<file path="src/rtl/mem_arb_pkg.sv">
// Shared types and constants for the two-port data-memory arbiter.
package mem_arb_pkg;

  localparam int unsigned MEM_WORDS = 256;
  // First byte-address bit above the 256-word (1 KiB) memory window.
  localparam int unsigned MEM_SPAN_LSB = $clog2(MEM_WORDS) + 2;

  typedef enum logic [1:0] {
    IDLE   = 2'd0,
    ACCESS = 2'd1,
    DONE   = 2'd2
  } state_e;

  typedef enum logic {
    REQ_A = 1'b0,
    REQ_B = 1'b1
  } req_id_e;

  function automatic req_id_e other_req(input req_id_e id);
    return (id == REQ_A) ? REQ_B : REQ_A;
  endfunction

endpackage

</file>
<file path="src/rtl/mem_arbiter_if.sv">
// Requester A/B handshakes plus the data-memory port of mem_arbiter.
interface mem_arbiter_if #(
  parameter int unsigned DATA_W = 32,
  parameter int unsigned ADDR_W = 32
);

  logic              a_req;
  logic              a_we;
  logic [ADDR_W-1:0] a_addr;
  logic [DATA_W-1:0] a_wdata;
  logic              a_ack;
  logic              a_err;
  logic [DATA_W-1:0] a_rdata;

  logic              b_req;
  logic              b_we;
  logic [ADDR_W-1:0] b_addr;
  logic [DATA_W-1:0] b_wdata;
  logic              b_ack;
  logic              b_err;
  logic [DATA_W-1:0] b_rdata;

  logic              MemRead;
  logic              MemWrite;
  logic [ADDR_W-1:0] endereco;
  logic [DATA_W-1:0] write_data;
  logic [DATA_W-1:0] read_data;

  modport slave (
    input  a_req, a_we, a_addr, a_wdata,
    output a_ack, a_err, a_rdata,
    input  b_req, b_we, b_addr, b_wdata,
    output b_ack, b_err, b_rdata,
    output MemRead, MemWrite, endereco, write_data,
    input  read_data
  );

  modport master (
    output a_req, a_we, a_addr, a_wdata,
    input  a_ack, a_err, a_rdata,
    output b_req, b_we, b_addr, b_wdata,
    input  b_ack, b_err, b_rdata,
    input  MemRead, MemWrite, endereco, write_data,
    output read_data
  );

endinterface

</file>
<file path="src/rtl/rr_arb2.sv">
// Two-way round-robin winner select; a tie goes to the port not granted last.
module rr_arb2
  import mem_arb_pkg::*;
(
  input  logic    req_a,
  input  logic    req_b,
  input  req_id_e last_grant,
  output req_id_e winner_c
);

  always_comb begin
    winner_c = REQ_A;
    if (req_a && req_b) begin
      winner_c = other_req(last_grant);
    end else if (req_b) begin
      winner_c = REQ_B;
    end
  end

endmodule

</file>
<file path="src/rtl/mem_arbiter.sv">
// Arbitrates requesters A and B onto a 256-word data memory (IDLE/ACCESS/DONE).
// Optional feature macro: MEM_ARB_BOUNDS_CHECK_EN (rejects addresses above 1 KiB with err).
module mem_arbiter
  import mem_arb_pkg::*;
#(
  parameter int unsigned DATA_W = 32,
  parameter int unsigned ADDR_W = 32
) (
  input logic          clock,
  input logic          reset_n,
  mem_arbiter_if.slave bus
);

`ifdef MEM_ARB_BOUNDS_CHECK_EN
  localparam bit BOUNDS_EN = 1'b1;
`else
  localparam bit BOUNDS_EN = 1'b0;
`endif

  state_e  state;
  req_id_e last_grant;
  req_id_e winner;
  logic    lat_we;
  logic    lat_oob;

  req_id_e           win_c;
  logic              any_req_c;
  logic              sel_we_c;
  logic [ADDR_W-1:0] sel_addr_c;
  logic [DATA_W-1:0] sel_wdata_c;
  logic              sel_oob_c;

  rr_arb2 u_rr_arb2 (
    .req_a      (bus.a_req),
    .req_b      (bus.b_req),
    .last_grant (last_grant),
    .winner_c   (win_c)
  );

  // Mux the winning requester's command for capture in IDLE.
  always_comb begin
    any_req_c   = bus.a_req | bus.b_req;
    sel_we_c    = (win_c == REQ_A) ? bus.a_we    : bus.b_we;
    sel_addr_c  = (win_c == REQ_A) ? bus.a_addr  : bus.b_addr;
    sel_wdata_c = (win_c == REQ_A) ? bus.a_wdata : bus.b_wdata;
    sel_oob_c   = BOUNDS_EN && (sel_addr_c[ADDR_W-1:MEM_SPAN_LSB] != '0);
  end

  always_ff @(posedge clock or negedge reset_n) begin
    if (!reset_n) begin
      state          <= IDLE;
      last_grant     <= REQ_B;
      winner         <= REQ_A;
      lat_we         <= 1'b0;
      lat_oob        <= 1'b0;
      bus.a_ack      <= 1'b0;
      bus.b_ack      <= 1'b0;
      bus.a_rdata    <= '0;
      bus.b_rdata    <= '0;
      bus.MemRead    <= 1'b0;
      bus.MemWrite   <= 1'b0;
      bus.endereco   <= '0;
      bus.write_data <= '0;
    end else begin
      // Memory strobes and acks are single-cycle; everything idles at zero.
      bus.a_ack      <= 1'b0;
      bus.b_ack      <= 1'b0;
      bus.MemRead    <= 1'b0;
      bus.MemWrite   <= 1'b0;
      bus.endereco   <= '0;
      bus.write_data <= '0;
      unique case (state)
        IDLE: begin
          if (any_req_c) begin
            winner         <= win_c;
            last_grant     <= win_c;
            lat_we         <= sel_we_c;
            lat_oob        <= sel_oob_c;
            bus.MemRead    <= !sel_we_c && !sel_oob_c;
            bus.MemWrite   <= sel_we_c && !sel_oob_c;
            bus.endereco   <= sel_addr_c;
            bus.write_data <= sel_wdata_c;
            state          <= ACCESS;
          end
        end
        ACCESS: begin
          if (winner == REQ_A) begin
            bus.a_ack <= 1'b1;
          end else begin
            bus.b_ack <= 1'b1;
          end
          if (!lat_we && !lat_oob) begin
            if (winner == REQ_A) begin
              bus.a_rdata <= bus.read_data;
            end else begin
              bus.b_rdata <= bus.read_data;
            end
          end
          state <= DONE;
        end
        DONE:    state <= IDLE;
        default: state <= IDLE;
      endcase
    end
  end

`ifdef MEM_ARB_BOUNDS_CHECK_EN
  // err accompanies ack for a rejected out-of-window access.
  always_ff @(posedge clock or negedge reset_n) begin
    if (!reset_n) begin
      bus.a_err <= 1'b0;
      bus.b_err <= 1'b0;
    end else begin
      bus.a_err <= (state == ACCESS) && lat_oob && (winner == REQ_A);
      bus.b_err <= (state == ACCESS) && lat_oob && (winner == REQ_B);
    end
  end
`else
  assign bus.a_err = 1'b0;
  assign bus.b_err = 1'b0;
`endif

endmodule
</file>
<file path="src/flat_wrapper.sv">
// flat-port wrapper written by rule: the top's interface ports become plain ports
module mem_arbiter_flat import mem_arb_pkg::*;
#(
  parameter int unsigned DATA_W = 32,
  parameter int unsigned ADDR_W = 32
)
  (clock, reset_n, bus_a_req, bus_a_we, bus_a_addr, bus_a_wdata, bus_a_ack, bus_a_err, bus_a_rdata, bus_b_req, bus_b_we, bus_b_addr, bus_b_wdata, bus_b_ack, bus_b_err, bus_b_rdata, bus_MemRead, bus_MemWrite, bus_endereco, bus_write_data, bus_read_data);
  mem_arbiter_if #(.DATA_W(DATA_W), .ADDR_W(ADDR_W)) bus_i ();
  input logic clock;
  input logic reset_n;
  input wire logic [$bits(bus_i.a_req)-1:0] bus_a_req;
  input wire logic [$bits(bus_i.a_we)-1:0] bus_a_we;
  input wire logic [$bits(bus_i.a_addr)-1:0] bus_a_addr;
  input wire logic [$bits(bus_i.a_wdata)-1:0] bus_a_wdata;
  output wire logic [$bits(bus_i.a_ack)-1:0] bus_a_ack;
  output wire logic [$bits(bus_i.a_err)-1:0] bus_a_err;
  output wire logic [$bits(bus_i.a_rdata)-1:0] bus_a_rdata;
  input wire logic [$bits(bus_i.b_req)-1:0] bus_b_req;
  input wire logic [$bits(bus_i.b_we)-1:0] bus_b_we;
  input wire logic [$bits(bus_i.b_addr)-1:0] bus_b_addr;
  input wire logic [$bits(bus_i.b_wdata)-1:0] bus_b_wdata;
  output wire logic [$bits(bus_i.b_ack)-1:0] bus_b_ack;
  output wire logic [$bits(bus_i.b_err)-1:0] bus_b_err;
  output wire logic [$bits(bus_i.b_rdata)-1:0] bus_b_rdata;
  output wire logic [$bits(bus_i.MemRead)-1:0] bus_MemRead;
  output wire logic [$bits(bus_i.MemWrite)-1:0] bus_MemWrite;
  output wire logic [$bits(bus_i.endereco)-1:0] bus_endereco;
  output wire logic [$bits(bus_i.write_data)-1:0] bus_write_data;
  input wire logic [$bits(bus_i.read_data)-1:0] bus_read_data;
  assign bus_i.a_req = bus_a_req;
  assign bus_i.a_we = bus_a_we;
  assign bus_i.a_addr = bus_a_addr;
  assign bus_i.a_wdata = bus_a_wdata;
  assign bus_a_ack = bus_i.a_ack;
  assign bus_a_err = bus_i.a_err;
  assign bus_a_rdata = bus_i.a_rdata;
  assign bus_i.b_req = bus_b_req;
  assign bus_i.b_we = bus_b_we;
  assign bus_i.b_addr = bus_b_addr;
  assign bus_i.b_wdata = bus_b_wdata;
  assign bus_b_ack = bus_i.b_ack;
  assign bus_b_err = bus_i.b_err;
  assign bus_b_rdata = bus_i.b_rdata;
  assign bus_MemRead = bus_i.MemRead;
  assign bus_MemWrite = bus_i.MemWrite;
  assign bus_endereco = bus_i.endereco;
  assign bus_write_data = bus_i.write_data;
  assign bus_i.read_data = bus_read_data;
  mem_arbiter #(.DATA_W(DATA_W), .ADDR_W(ADDR_W)) u_core (.clock(clock), .reset_n(reset_n), .bus(bus_i));
endmodule
</file>
<file path="config.mk">
export PLATFORM = sky130hd
export DESIGN_NAME = mem_arbiter_flat
export DESIGN_NICKNAME = d
export VERILOG_FILES = /design/src/rtl/mem_arb_pkg.sv /design/src/rtl/mem_arbiter_if.sv /design/src/rtl/rr_arb2.sv /design/src/rtl/mem_arbiter.sv /design/src/flat_wrapper.sv
export SDC_FILE = /design/constraint.sdc
export NUM_CORES = 1
export LEC_CHECK = 0
export BUFFER_PORTS_ARGS = -buffer_cell sky130_fd_sc_hd__buf_4
export CAP_MARGIN = 10
export CORE_UTILIZATION = 35
export CTS_BUF_LIST = sky130_fd_sc_hd__clkbuf_4 sky130_fd_sc_hd__clkbuf_8 sky130_fd_sc_hd__clkbuf_16
export DETAILED_ROUTE_END_ITERATION = 10
export GPL_TIMING_DRIVEN = 0
export HOLD_SLACK_MARGIN = 0.02
export PLACE_DENSITY = 0.65
export SYNTH_ARGS = -nofsm -noshare
export SYNTH_HDL_FRONTEND = slang
export SYNTH_SLANG_ARGS = --single-unit
</file>
<file path="constraint.sdc">
create_clock -name clock -period 2.3 [get_ports clock]
set_clock_uncertainty 0.1 [all_clocks]
set_input_delay 0.115 -clock clock [delete_from_list [all_inputs] [get_ports clock]]
set_output_delay 0.115 -clock clock [all_outputs]
set_load 0.1 [all_outputs]
</file>
==> impl_metrics.tcl, run 1 <==
set metrics [dict create \
    status "completed" \
    ys_types 24 \
    path_class "reg -> reg" \
    wl_per_cell_um 16.6 \
    finalHoldViolCount 0 \
    setup_viol 0 \
    fin_nets 1089 \
    htreeDepth 4 \
    required_ns 2.55 \
    critical_path.max_fanout 10 \
    synthCells 442 \
    cap_violations 0 \
    worstSetupEndpointType "flip-flop" \
    fillCellCount 1000 \
    synth-edff-count 0 \
    cpMaxStageDelayCell "dlygate4sd3_1" \
    clk_pin_slew_ns 0.06 \
    synth-adder-area-share 0 \
    totalWireLength_um 18600 \
    drtAntennaViolNets 0 \
    grt_pass1_wl_um 29700 \
    syn_area_per_cell_sq_um 12.1 \
    cts.sinks 137 \
    post-synth-top-area-cell "dfrtp_1" \
    drt-initial-drc-count 199 \
    post_dp_cell_area_sq_mm 0.00786 \
    drive_above_1_share 0.443 \
    synth-simple-area-share 0.0986 \
    grt-ovfl-total 0 \
    critPathLaunchType "flip-flop" \
    muxShareOfSynthArea 0.163 \
    rsz0062_at_grt "no" \
    antenna_found_initial 0 \
    post-route-period-util 0.955 \
    synth_ff_type "dfrtp_1" \
    synth.area.top_cells "dfrtp_1 (63%), nand2_1 (8.9%), mux2_4 (8.4%), a21oi_1 (6.0%), mux2_2 (5.7%)" \
    cts_tree "built" \
    first_pass_iters 6 \
    antenna_cells 0 \
    syn_to_final_growth_pct 90.2 \
    dp_hpwl_um 12000 \
    maxSlewViolCount 0 \
    cts_setup_buffers 0 \
    numCtsBuffers 17 \
    port_buffers 297 \
    initial_utilization 0.364 \
    layout_min_cycle_time_ns 2.20 \
    rows 44 \
    core_sq_mm 0.0148 \
    path_cells "a21bo_2, buf_2, buf_2, nand2_1, a21oi_1, dlygate4sd3_1" \
    grt_pass1_vias 5728 \
    arrival_ns 2.45 \
    worst_slew_pin_slew_ns 0.578 \
    yosys_warnings 0 \
    synth_top_area_frac 0.634 \
    die_h_um 126 \
    fmax_mhz 455 \
    drc 0 \
    synth_common_cells "dfrtp_1 (136), nand2_1 (128), a21oi_1 (64), mux2_4 (30), mux2_2 (27)" \
    min_path_type "in -> reg" \
    gp_congestion 0.791 \
    synth.ff_latch_count 137 \
    grt_max_degree 85 \
    synth_compound_area_frac 0.0639 \
    vias 5220 \
    die_w_um 126 \
    via_per_inst 4.66 \
    relSlewSlack 0.615 \
    ys_seq_area_frac 0.639 \
    yosysMostFrequentCell "dfrtp_1" \
    tns_ns 0 \
    critPathMostFrequentCell "buf_2" \
    synth-xor-area-share 0 \
    dieArea_sq_mm 0.0158 \
    stdcell_area_sq_mm 0.0102 \
    async_reset_ff_frac 1.00 \
    clk_latency_ns 0.42 \
    cts_root_buffer "clkbuf_16" \
    seq_area_sq_mm 0.00343 \
    cts_max_path_buffers 2 \
    io_pins 300 \
    max_stage_delay_ns 0.58 \
    syn_area_sq_mm 0.00537 \
    grt.total_usage 0.246 \
    multiInputGateArea_sq_mm 0.00176 \
    synth_top_family_by_area "multiplexers" \
]
==> cells in the final DEF (no fill, tap or decap), types with 5 or more instances in the layout <==
master	Yosys	final
a21oi_1	64	64
buf_2	12	12
buf_4	5	301
buf_6	4	5
bufinv_16	0	7
clkbuf_1	7	6
clkbuf_16	0	17
dfrtp_1	136	136
dlygate4sd3_1	0	163
mux2_1	9	9
mux2_2	27	27
mux2_4	30	30
nand2_1	128	128
==> path summary, 6_finish.rpt <==
kind	startpoint	to	slack (ns)	cells after the start
max	u_core.last_grant$_DFFE_PN1P_	u_core.bus.endereco[4]$_DFF_PN0_	0.10	6
min	bus_b_req	u_core.last_grant$_DFFE_PN1P_	0.07	3
max reg2reg	u_core.last_grant$_DFFE_PN1P_	u_core.bus.endereco[4]$_DFF_PN0_	0.10	6
min reg2reg	u_core.bus.b_rdata[0]$_DFFE_PN0P_	u_core.bus.b_rdata[0]$_DFFE_PN0P_	0.38	1
max in group asynchronous	reset_n	u_core.bus.endereco[31]$_DFF_PN0_	1.19	3
min in group asynchronous	reset_n	u_core.bus.a_rdata[10]$_DFFE_PN0P_	0.12	2
==> metal layers <==
layer | wire, um | track usage | share of wire | vias to the layer above
li1 | - | - | - | 2416
met1 | 6890 | 0.270 | 0.37 | 2500
met2 | 9550 | 0.432 | 0.51 | 249
met3 | 1480 | 0.0769 | 0.079 | 55
met4 | 686 | 0.122 | 0.037 | 0
met5 | 0 | 0 | 0 | -
==> final cells by class <==
class	count	share of cell area
clock buffer	21	0.0464
inverter	3	0.00110
sequential	137	0.336
timing repair buffer	461	0.381
multi-input combinational	273	0.172
clock inverter	10	0.0232
buffer	30	0.0176
tap	184	0.0225
==> stage by stage <==
stage                      util  worst slack, ns  hold WS, ns  instances
after detailed placement  0.533            0.418     0.000877        925
after floorplan               -            0.756       -0.281        443
final                     0.692            0.104       0.0742       1119
after global routing      0.692          0.00102       0.0949       1119
after global placement    0.531            0.461        0.242        924
after CTS                 0.692           0.0306        0.123       1119
==> worst max-delay path, delay by kind of cell (launching register included) <==
kind	cells	cell delay (ns)
AOI/OAI and AO/OA	2	0.32
buffers and inverters	3	1.08
DFF	1	0.54
and+or+nand+nor	1	0.09
==> logic make-up after synthesis <==
group                  count (synthesis)
DFF                                  137
and+or+nand+nor                      136
muxes                                 68
AOI/OAI and AO/OA                     67
buffers and inverters                 33
other                                  1
==> registers in the layout, summed over array words and instances, names as in the netlist, 2 cells and up <==
name,cells
u_core.bus.write_data,32
u_core.bus.endereco,32
u_core.bus.a_rdata,32
u_core.bus.b_rdata,32
u_core.state,2
==> repair_timing <==
item	4_1_cts	5_1_grt
hold endpoints to repair	184	0
setup endpoints to repair	0	28
hold buffers	163	0
gates resized for setup	0	5
Power of run 1 is not shown: default switching activity piles up to over one toggle a cycle in this logic, so the estimate is an artifact.
==> run 2, diff against run 1 <==
--- a/config.mk
+++ b/config.mk
@@ -13,6 +13,7 @@
 export GPL_TIMING_DRIVEN = 0
 export HOLD_SLACK_MARGIN = 0.02
 export PLACE_DENSITY = 0.65
+export RECOVER_POWER = 25
 export SYNTH_ARGS = -nofsm -noshare
 export SYNTH_HDL_FRONTEND = slang
 export SYNTH_SLANG_ARGS = --single-unit
==> run 2 against run 1 <==
  * Cell count did not move
  * Global-route usage did not move
  * Hold slack barely moved
  * First-iteration DRC count did not move
  * Setup slack did not move
  * Flip-flop and latch count did not move
  * Register-to-register slack barely moved
  * Routed wire length barely moved
  * Highest routed layer unchanged
==> impl_metrics.tcl, run 2 (same netlist as run 1, synthesis figures left out) <==
set metrics [dict create \
    layout.cells.most_common_list "buf_4 (301), dlygate4sd3_1 (163), dfrtp_1 (136), nand2_1 (128), a21oi_1 (64)" \
    vias 5220 \
    worst_slew_pin_slew_ns 1.39 \
    fmax_mhz 455 \
    min_path_type "in -> reg" \
    worstSetupEndpointType "flip-flop" \
    clk_pin_slew_ns 0.06 \
    required_ns 2.55 \
    arrival_ns 2.45 \
    initial_utilization 0.364 \
    fillCellCount 1002 \
    via_per_inst 4.66 \
    totalWireLength_um 18600 \
    path_buf_inv 3 \
    grt_pass1_vias 5728 \
    critPathMostFrequentCell "buf_2" \
    numCtsBuffers 17 \
    cts_tree "built" \
    setup_viol 0 \
    final_common_cell "buf_4" \
    drc 0 \
    cpMaxStageDelayCell "dlygate4sd3_1" \
    critical_path.max_fanout 10 \
    antenna_cells 0 \
    antenna_found_initial 0 \
    dp_hpwl_um 12000 \
    critPathLaunchType "flip-flop" \
    path_class "reg -> reg" \
    status "completed" \
    cap_violations 0 \
    gp_congestion 0.791 \
    rsz0062_at_grt "no" \
    maxSlewViolCount 0 \
    port_buffers 297 \
    cts_root_buffer "clkbuf_16" \
    grt_pass1_wl_um 29700 \
    path_cells "a21bo_2, buf_2, buf_2, nand2_1, a21oi_1, dlygate4sd3_1" \
    core_sq_mm 0.0148 \
    post-route-period-util 0.955 \
    die_w_um 126 \
    layout_min_cycle_time_ns 2.20 \
    crit_family "buffers and inverters" \
    first_pass_iters 6 \
    syn_to_final_growth_pct 90.1 \
    max_stage_delay_ns 0.58 \
    finalHoldViolCount 0 \
    drtAntennaViolNets 0 \
    grt_max_degree 85 \
    drt-initial-drc-count 199 \
    drive_above_1_share 0.443 \
    htreeDepth 4 \
    clk_latency_ns 0.42 \
    cts_setup_buffers 0 \
    io_pins 300 \
    wl_per_cell_um 16.6 \
    relSlewSlack 0.0732 \
    grt-ovfl-total 0 \
    die_h_um 126 \
    fin_nets 1089 \
    tns_ns 0 \
    cts_max_path_buffers 2 \
    rows 44 \
    dieArea_sq_mm 0.0158 \
    grt.total_usage 0.246 \
    cts.sinks 137 \
]
run 2: through the flow:
step / hold slack [ns] / setup WS [ns] / cells / util / cell area [sq um]
after CTS: 0.123 / 0.0306 / 1119 / 0.692 / 10200
after detailed placement: 0.000877 / 0.418 / 925 / 0.533 / 7860
after global routing: 0.0949 / 0.00102 / 1119 / 0.692 / 10200
after floorplan: -0.281 / 0.756 / 443 / - / 5370
final: 0.0742 / 0.104 / 1119 / 0.692 / 10200
after global placement: 0.242 / 0.461 / 924 / 0.531 / 7830
run 2: path summary, 6_finish.rpt:
| check | startpoint | end | slack, ns | cells past startpoint |
|---|---|---|---|---|
| setup / recovery | u_core.last_grant$_DFFE_PN1P_ | u_core.bus.endereco[4]$_DFF_PN0_ | 0.10 | 6 |
| hold / removal | bus_b_req | u_core.last_grant$_DFFE_PN1P_ | 0.07 | 3 |
| setup reg to reg | u_core.last_grant$_DFFE_PN1P_ | u_core.bus.endereco[4]$_DFF_PN0_ | 0.10 | 6 |
| hold reg to reg | u_core.bus.b_rdata[0]$_DFFE_PN0P_ | u_core.bus.b_rdata[0]$_DFFE_PN0P_ | 0.38 | 1 |
| max in group asynchronous | reset_n | u_core.bus.endereco[31]$_DFF_PN0_ | 0.59 | 3 |
| min in group asynchronous | reset_n | u_core.bus.a_rdata[10]$_DFFE_PN0P_ | 0.46 | 2 |
run 2: layout make-up:
type	count	area, sq um	area share
timing repair buffer	461	3890	0.381
sequential	137	3430	0.336
multi-input combinational	273	1760	0.172
clock buffer	21	474	0.0465
clock inverter	10	236	0.0232
tap	184	230	0.0226
buffer	30	180	0.0177
inverter	3	11.3	0.00110
run 2: repair_timing:
action | in CTS | in global routing
gates resized for setup | 0 | 5
endpoints found under the hold margin | 184 | 0
hold buffers | 163 | 0
setup endpoints to repair | 0 | 28
run 2: worst reg2reg max path, cell delays in order, from the launching register on:
cell and delay [ns]:
dfstp_2 0.54, a21bo_2 0.14, buf_2 0.23, buf_2 0.27, nand2_1 0.10, a21oi_1 0.18
dlygate4sd3_1 0.58
run 2: routing by layer:
metal / wire length (um) / GRT usage
met5: 0 / 0
met4: 686 / 0.122
met3: 1480 / 0.0769
met2: 9550 / 0.432
met1: 6890 / 0.270
Power of run 2 is left out for the same reason.
==> run 3, diff against run 2 <==
--- a/config.mk
+++ b/config.mk
@@ -12,7 +12,7 @@
 export DETAILED_ROUTE_END_ITERATION = 10
 export GPL_TIMING_DRIVEN = 0
 export HOLD_SLACK_MARGIN = 0.02
-export PLACE_DENSITY = 0.65
+export PLACE_DENSITY_LB_ADDON = 0.15
 export RECOVER_POWER = 25
 export SYNTH_ARGS = -nofsm -noshare
 export SYNTH_HDL_FRONTEND = slang
==> run 3 against run 2 <==
  * Register-to-register slack about the same
  * Die area did not move
  * Flip-flop and latch count unchanged
  * Count of clock-buffer cells in the layout decreased by 1
  * Critical path type unchanged
  * Setup slack lost 0.0081 ns
  * The flow now finishes with violations (max-capacitance violations, max-slew violations)
  * Cell count hardly changed
  * Design area decreased by 1.1%
  * Hold slack better by 0.082 ns
  * Routed wire length is 1.1% lower
  * Sequential share of layout area increased by 0.36 points
==> impl_metrics.tcl, run 3 (same netlist as run 1, synthesis figures left out) <==
set metrics [dict create \
    fillCellCount 1044 \
    arrival_ns 2.45 \
    vias 5284 \
    antenna_found_initial 0 \
    die_h_um 126 \
    fmax_mhz 454 \
    grt_pass1_wl_um 28900 \
    clk_pin_slew_ns 0.06 \
    max_stage_delay_ns 0.59 \
    path_cells "a21bo_2, buf_2, buf_4, nand2_1, a21oi_1, dlygate4sd3_1" \
    cts_tree "built" \
    drtAntennaViolNets 0 \
    relSlewSlack -0.0481 \
    syn_to_final_growth_pct 88.1 \
    grt_pass1_vias 5688 \
    drc 0 \
    drive_above_1_share 0.425 \
    maxSlewViolCount 61 \
    final_common_cell "buf_4" \
    layout.cells.most_common_list "buf_4 (287), dlygate4sd3_1 (163), dfrtp_1 (136), nand2_1 (128), a21oi_1 (64)" \
    setup_viol 0 \
    tns_ns 0 \
    clk_latency_ns 0.41 \
    cap_violations 1 \
    numCtsBuffers 17 \
    critical_path.max_fanout 10 \
    cts_setup_buffers 0 \
    path_class "reg -> reg" \
    crit_family "buffers and inverters" \
    status "finished, violations left" \
    via_per_inst 4.72 \
    grt.total_usage 0.240 \
    gp_congestion 0.845 \
    dieArea_sq_mm 0.0158 \
    rows 44 \
    grt_max_degree 78 \
    port_buffers 297 \
    die_w_um 126 \
    rsz0062_at_grt "no" \
    min_path_type "in -> reg" \
    cts_max_path_buffers 2 \
    htreeDepth 4 \
    core_sq_mm 0.0148 \
    cts.sinks 137 \
    cpMaxStageDelayCell "dlygate4sd3_1" \
    totalWireLength_um 18400 \
    initial_utilization 0.364 \
    grt-ovfl-total 0 \
    first_pass_iters 5 \
    layout_min_cycle_time_ns 2.20 \
    post-route-period-util 0.958 \
    antenna_cells 0 \
    dp_hpwl_um 12200 \
    cts_root_buffer "clkbuf_16" \
    violations "max-capacitance violations, max-slew violations" \
    path_buf_inv 3 \
    worstSetupEndpointType "flip-flop" \
    io_pins 300 \
    drt-initial-drc-count 257 \
    worst_slew_pin_slew_ns 1.57 \
    critPathLaunchType "flip-flop" \
    fin_nets 1089 \
    reg2reg_slack_ns 0.1 \
    wl_per_cell_um 16.4 \
    finalHoldViolCount 0 \
    required_ns 2.54 \
]
-- run 3: cell types whose count changed in the layout (fill, tap and decap cells not counted), sizes merged --
cell,previous run,this run
clkbuf,31,45
inv,5,4
clkinv,1,5
clkinvlp,0,1
buf,318,303
bufinv,7,5
-- run 3: worst reg2reg max path: stages, from the launching register on --
cell,delay [ns]
dfstp_2,0.55
a21bo_2,0.15
buf_2,0.24
buf_4,0.25
nand2_1,0.08
a21oi_1,0.17
dlygate4sd3_1,0.59
-- run 3: stage by stage --
step                      setup WS (ns)  cells  hold slack, ns  utilization  cell area (sq um)
after detailed placement          0.444    925          0.0303        0.533               7860
final                            0.0960   1120           0.156        0.684              10100
after CTS                        0.0283   1120           0.136        0.688              10200
after global placement            0.476    924           0.243        0.531               7830
after floorplan                   0.756    443          -0.281            -               5370
after global routing             0.0161   1120           0.170        0.684              10100
-- run 3: metal layers --
| metal | global-route usage | vias up | share of wire |
|---|---|---|---|
| li1 | - | 2417 | - |
| met1 | 0.261 | 2522 | 0.37 |
| met2 | 0.419 | 287 | 0.51 |
| met3 | 0.0748 | 58 | 0.081 |
| met4 | 0.127 | 0 | 0.039 |
| met5 | 0 | - | 0 |
-- run 3: cell type report --
class / instances / area (sq um) / share of cell area
timing repair buffer: 461 / 3830 / 0.379
sequential: 137 / 3430 / 0.340
multi-input combinational: 273 / 1760 / 0.174
clock buffer: 20 / 460 / 0.0456
tap: 184 / 230 / 0.0228
clock inverter: 12 / 195 / 0.0193
buffer: 30 / 186 / 0.0185
inverter: 3 / 11.3 / 0.00112
-- run 3: repair_timing --
item | in CTS | in global routing
endpoints found under the setup margin | 0 | 22
gates resized for setup | 0 | 8
hold buffers | 163 | 0
endpoints found under the hold margin | 191 | 0
-- run 3: worst paths after layout --
check,startpoint,endpoint,cells past startpoint
worst max-delay path,u_core.last_grant$_DFFE_PN1P_,u_core.bus.endereco[28]$_DFF_PN0_,6
worst min-delay path,bus_a_req,u_core.winner$_DFFE_PN0P_,3
worst max register to register,u_core.last_grant$_DFFE_PN1P_,u_core.bus.endereco[28]$_DFF_PN0_,6
worst min register to register,u_core.bus.a_rdata[4]$_DFFE_PN0P_,u_core.bus.a_rdata[4]$_DFFE_PN0P_,1
max in group asynchronous,reset_n,u_core.last_grant$_DFFE_PN1P_,3
min in group asynchronous,reset_n,u_core.bus.a_rdata[15]$_DFFE_PN0P_,2
Power of run 3 is left out for the same reason.
